File: src/rtl/fetch_pc_ctrl.sv
// Fetch-side PC controller: issues one instruction fetch at a time, resolves the
// next PC from mini-decode flags, and stalls jalr until its base register is readable.
module fetch_pc_ctrl #(
  parameter logic [31:0] RESET_PC = 32'h0000_0000,
  parameter int unsigned JW_CNT_W = 4
) (
  input  logic                clk,
  input  logic                rst_n,
  output logic                ifu_req_valid,
  input  logic                ifu_req_ready,
  output logic [31:0]         ifu_req_pc,
  input  logic                instr_valid,
  input  logic                isjal,
  input  logic                isjalr,
  input  logic                isbxx,
  input  logic                ismret,
  input  logic                isecall,
  input  logic                predict_bxxtaken,
  input  logic [31:0]         jaloffset,
  input  logic [31:0]         jalroffset,
  input  logic [31:0]         bxxoffset,
  input  logic                jalr_dep,
  input  logic                fet_is_xn,
  input  logic [31:0]         jalr_xn,
  input  logic                dec_rs3_req,
  output logic                rs3_sel,
  input  logic [31:0]         csr_mepc,
  input  logic [31:0]         csr_mtvec,
  input  logic                exe_flush,
  input  logic [31:0]         exe_flush_pc,
  output logic                fetch_stall,
  output logic [JW_CNT_W-1:0] jw_cnt
);

  typedef enum logic [1:0] {
    S_IDLE,
    S_REQ,
    S_RSP,
    S_JWAIT
  } state_t;

  localparam logic [JW_CNT_W-1:0] JW_ONE = JW_CNT_W'(1);
  localparam logic [JW_CNT_W-1:0] JW_MAX = '1;

  state_t              state_q, state_d;
  logic [31:0]         pc_q, pc_d;
  logic [JW_CNT_W-1:0] jw_cnt_q, jw_cnt_d;
  logic                discard_q, discard_d;

  logic                jalr_ready;
  logic [31:0]         jalr_target;
  logic [31:0]         next_pc;
  logic                jalr_blocked;
  logic                handshake;

  // The rs3 port is shared with decode; a base in x2..x31 can only be read
  // when decode is not using the port this cycle.
  assign jalr_ready  = ~jalr_dep & (~fet_is_xn | ~dec_rs3_req);
  assign jalr_target = (jalr_xn + jalroffset) & 32'hFFFF_FFFE;
  assign handshake   = (state_q == S_REQ) & ifu_req_ready;

  // NOTE: every variable written in a combinational block gets a default at
  // the top so that no path leaves it unassigned and a latch is inferred.
  always_comb begin
    next_pc      = pc_q + 32'd4;
    jalr_blocked = 1'b0;
    if (ismret) begin
      next_pc = csr_mepc;
    end else if (isecall) begin
      next_pc = csr_mtvec;
    end else if (isjal) begin
      next_pc = pc_q + jaloffset;
    end else if (isjalr) begin
      next_pc      = jalr_target;
      jalr_blocked = ~jalr_ready;
    end else if (isbxx & predict_bxxtaken) begin
      next_pc = pc_q + bxxoffset;
    end
  end

  always_comb begin
    state_d   = state_q;
    pc_d      = pc_q;
    jw_cnt_d  = jw_cnt_q;
    discard_d = discard_q & ~instr_valid;

    if (exe_flush) begin
      state_d = S_REQ;
      pc_d    = exe_flush_pc;
      unique case (state_q)
        // The response for the current request is still owed unless it is
        // arriving right now as a genuine (non-stale) response.
        S_RSP:   discard_d = discard_q | ~instr_valid;
        S_REQ:   discard_d = handshake | (discard_q & ~instr_valid);
        default: discard_d = discard_q & ~instr_valid;
      endcase
    end else begin
      unique case (state_q)
        S_IDLE: begin
          state_d = S_REQ;
        end
        S_REQ: begin
          if (ifu_req_ready) state_d = S_RSP;
        end
        S_RSP: begin
          if (instr_valid & ~discard_q) begin
            if (jalr_blocked) begin
              state_d  = S_JWAIT;
              jw_cnt_d = JW_ONE;
            end else begin
              state_d = S_REQ;
              pc_d    = next_pc;
            end
          end
        end
        S_JWAIT: begin
          if (jalr_ready) begin
            state_d = S_REQ;
            pc_d    = jalr_target;
          end else if (jw_cnt_q != JW_MAX) begin
            jw_cnt_d = jw_cnt_q + JW_ONE;
          end
        end
        default: state_d = S_IDLE;
      endcase
    end
  end

  // NOTE: state registers use non-blocking assignments so every flop samples
  // the pre-edge values regardless of block evaluation order.
  always_ff @(posedge clk or negedge rst_n) begin
    if (!rst_n) begin
      state_q   <= S_IDLE;
      pc_q      <= RESET_PC;
      jw_cnt_q  <= '0;
      discard_q <= 1'b0;
    end else begin
      state_q   <= state_d;
      pc_q      <= pc_d;
      jw_cnt_q  <= jw_cnt_d;
      discard_q <= discard_d;
    end
  end

  assign ifu_req_valid = (state_q == S_REQ);
  assign ifu_req_pc    = pc_q;
  assign fetch_stall   = (state_q == S_JWAIT);
  assign jw_cnt        = jw_cnt_q;
  assign rs3_sel       = (((state_q == S_RSP) & instr_valid) | (state_q == S_JWAIT))
                         & isjalr & fet_is_xn & ~dec_rs3_req;

endmodule

File: config.mk
export PLATFORM = sky130hd
export DESIGN_NAME = fetch_pc_ctrl
export DESIGN_NICKNAME = d
export VERILOG_FILES = /design/src/rtl/fetch_pc_ctrl.sv
export SDC_FILE = /design/constraint.sdc
export NUM_CORES = 1
export LEC_CHECK = 0
export CORE_ASPECT_RATIO = 0.75
export CORE_MARGIN = 2
export CORE_UTILIZATION = 38
export DETAILED_ROUTE_END_ITERATION = 10
export DONT_BUFFER_PORTS = 1
export PLACE_DENSITY_LB_ADDON = 0.25
export SKIP_LAST_GASP = 1
export SYNTH_ARGS = -nofsm -noshare
export SYNTH_HDL_FRONTEND = slang
export SYNTH_SLANG_ARGS = --single-unit
File: constraint.sdc
create_clock -name clk -period 6.2 [get_ports clk]
set_input_delay 1.86 -clock clk [delete_from_list [all_inputs] [get_ports clk]]
set_output_delay 1.86 -clock clk [all_outputs]
set_load 0.05 [all_outputs]
==> results_dict.tcl <==
set metrics [dict create \
    status "finished, final reports clean" \
    drv_slew 0 \
    die_area_um2 25510 \
    antenna_found_initial 1 \
    cts.repair.resized 0 \
    r2r-end "ifu_req_pc[25]" \
    port_buffers 0 \
    cts_buffers 5 \
    synth_ff_type "dfrtp_1" \
    crit_buf_inv 0 \
    core_um2 23910 \
    cp-startpoint "jaloffset[23]" \
    final_common_cell "a21oi_1" \
    grt_overflow 0 \
    clkSinkCount 39 \
    ios 277 \
    r2r-start "ifu_req_pc[4]" \
    synth_cells 1308 \
    final-hold-violation-count 0 \
    synth_top_area_share 0.1331 \
    vias 10660 \
    drc 0 \
    clkPwrFrac 0.077 \
    clock-skew-final_ps 5.123 \
    synthXorXnorAreaFrac 0.08939 \
    root_buffer "clkbuf_16" \
    grt_pass1_wl_mm 61.98 \
    crit_slowest_cell "a2111oi_0" \
    die_y_um 138.8 \
    fmax_mhz 218.5 \
    comb_power_share 0.686 \
    p_leak_nw 3.868 \
    drv_cap 0 \
    worst-r2r-cell-count 10 \
    vias_per_cell 6.768 \
    critPathTopFamily "compound AO/OA/AOI/OAI gates" \
    crit_arrival_ps 4750 \
    synth_area_um2 9210 \
    synthDistinctLibCells 76 \
    endpoint "ifu_req_pc[29]" \
    nNetsFinal 1607 \
    p_per_area_nw_per_um2 374.0 \
    grt_max_degree 52 \
    yosysWarnings 0 \
    firstDrtPassIters 5 \
    worst_pin_slew_ps 943.6 \
    cts.clk_slew.worst_paths_ps 70 \
    ant_nets 0 \
    worstPathRequired_ps 6370 \
    tritoncts "built" \
    wirelength_mm 42.43 \
    start_util 0.3852 \
    worstSetupEndpointType "flop" \
    numPlacedInstances 1567 \
    slew_headroom 0.3709 \
    ys_seq_area_frac 0.1060 \
    dp_hpwl_mm 34.13 \
    seqPwrFrac 0.237 \
    startpoint_type "primary input" \
    htreeDepth 2 \
    post-route-period-util 0.7381 \
    p_int_w 0.001405 \
    fin_cells 1575 \
    slowest_delay_ps 570 \
    cp_num_cells 10 \
    critPathMaxFanout 9 \
    area.growth.synth_to_final_pct 4.388 \
    p_sw_w 0.002192 \
    synth_seq_cells 39 \
    crit_chain "ha_1 > and4_1 > and3_1 > nand4_1 > a21oi_1 > nor4_2 > xnor2_1 > a2111oi_0 > o311a_1 > o21ai_0" \
    async_flop_share 1.000 \
    cts_setup_buffers 0 \
    synth-simple-area-share 0.2324 \
    whs_ps 556.0 \
    r2r_slack_ps 2260 \
    gp_congestion 0.9905 \
    setup-tns-final_ps 0 \
    path_class "in -> reg" \
    drtIter0Drc 1326 \
    setup_viol_count_final 0 \
    hp-start "discard_q" \
    utilization 0.4021 \
    rows 49 \
    rsz0062_at_grt "no" \
    synth_top_family_by_area "compound AO/OA/AOI/OAI gates" \
    final_cell_mix "a21oi_1, nand2_1, nor2_1, o21ai_0, ha_1" \
    wl_per_cell_um 26.94 \
    n_antenna_cell 0 \
    drive_above_1_share 0.03467 \
    yosys-top-cells-area "ha_1, dfrtp_1, a21oi_1, o21ai_0, xnor2_1" \
    clk_path_buf_depth 2 \
    synth_fa_ha_area_frac 0.1397 \
    netSwitchingFraction 0.6094 \
    cts_hold_buf 0 \
    synth_mux_area_frac 0.009917 \
    grt_usage 0.3207 \
    hp-class "reg -> reg" \
    synth-compound-area-share 0.3835 \
    syn-num-nets 1647 \
    fin_crit_ps 4576 \
    insertion_delay_ps 300 \
    yosysTopAreaCell "ha_1" \
    peakVddDrop_mv 0.1327 \
    syn_avg_cell_area_um2 7.041 \
    grt_pass1_vias 9735 \
    die-width_um 183.8 \
    synth_edf_count 0 \
]
-- layer usage --
metal	vias up	wire length, um	share of wire	GRT usage
li1	4940	-	-	-
met1	5013	19240	0.45	0.4783
met2	656	16930	0.40	0.4562
met3	49	5457	0.13	0.09191
met4	2	785	0.019	0.05895
met5	-	18	0.00042	0
-- sequential cells by signal, indices dropped and copies added (netlist names) --
name / flops
discard_q: 1
state_q: 2
ifu_req_pc: 32
jw_cnt: 4
-- layout make-up --
cell class	count	area [um2]
clock buffer	5	125.1
timing repair buffer	13	97.59
multi-input combinational	1176	7889
tap	306	382.9
clock inverter	3	20.02
sequential	39	975.9
inverter	33	123.9
fill	2581	14300
-- stage by stage --
step	total power (W)	worst slack, ps	area (um2)
2_1_floorplan	0.002511	538.7	9210
3_3_place_gp	0.003225	1312	9469
3_5_place_dp	0.003216	1421	9469
4_1_cts	0.003505	1718	9614
5_1_grt	0.003825	1433	9614
6_report	0.003596	1624	9614
-- worst min-delay path by stage --
stage,endpoint,slack [ps],cells after the start
floorplan,discard_q,510,2
global route,discard_q,580,2
finish,discard_q,560,2
CTS,discard_q,550,2
detailed placement,discard_q,540,2
global placement,discard_q,530,2
-- cells by family after synthesis --
group / after synthesis
DFF: 39
muxes: 9
AOI/OAI and AO/OA: 531
buffers and inverters: 93
adders and majority gates: 101
xor gates and xnor gates: 94
and+or+nand+nor: 441
-- cell usage after synthesis (all sizes together), types with 5 or more instances --
cell type    n
a2111oi      6
a211o        7
a211oi      34
a21o        41
a21oi      140
a221o       11
a221oi      22
a22oi        7
a31o         8
a31oi       25
and2         8
and3        23
and4        10
buf          6
clkbuf      54
dfrtp       39
ha          98
inv         32
mux2i        8
nand2      125
nand2b      15
nand3       51
nand3b       6
nand4       26
nor2       109
nor2b       11
nor3        29
nor4         7
o211ai      21
o21a        18
o21ai      103
o21bai       7
o221ai       5
o22ai        8
o31ai       16
o41ai        5
or2          5
or4          6
xnor2       55
xor2        39
-- power by group through the flow --
stage	combinational (W)	sequential [W]	clock (W)
after detailed placement	0.00237	0.000846	0
after global routing	0.00268	0.000859	0.000283
final	0.00247	0.000852	0.000277
after floorplan	0.00175	0.000758	0
after global placement	0.00238	0.000848	0
after CTS	0.00239	0.000840	0.000276
-- tightest hold or removal path, delay by kind of cell (launching register included) --
| family | cells | cell delay [ps] |
|---|---|---|
| AND/OR/NAND/NOR | 1 | 70 |
| AO/OA/AOI/OAI | 1 | 50 |
| flip-flops | 1 | 390 |
(Power assumes the default switching activity.)
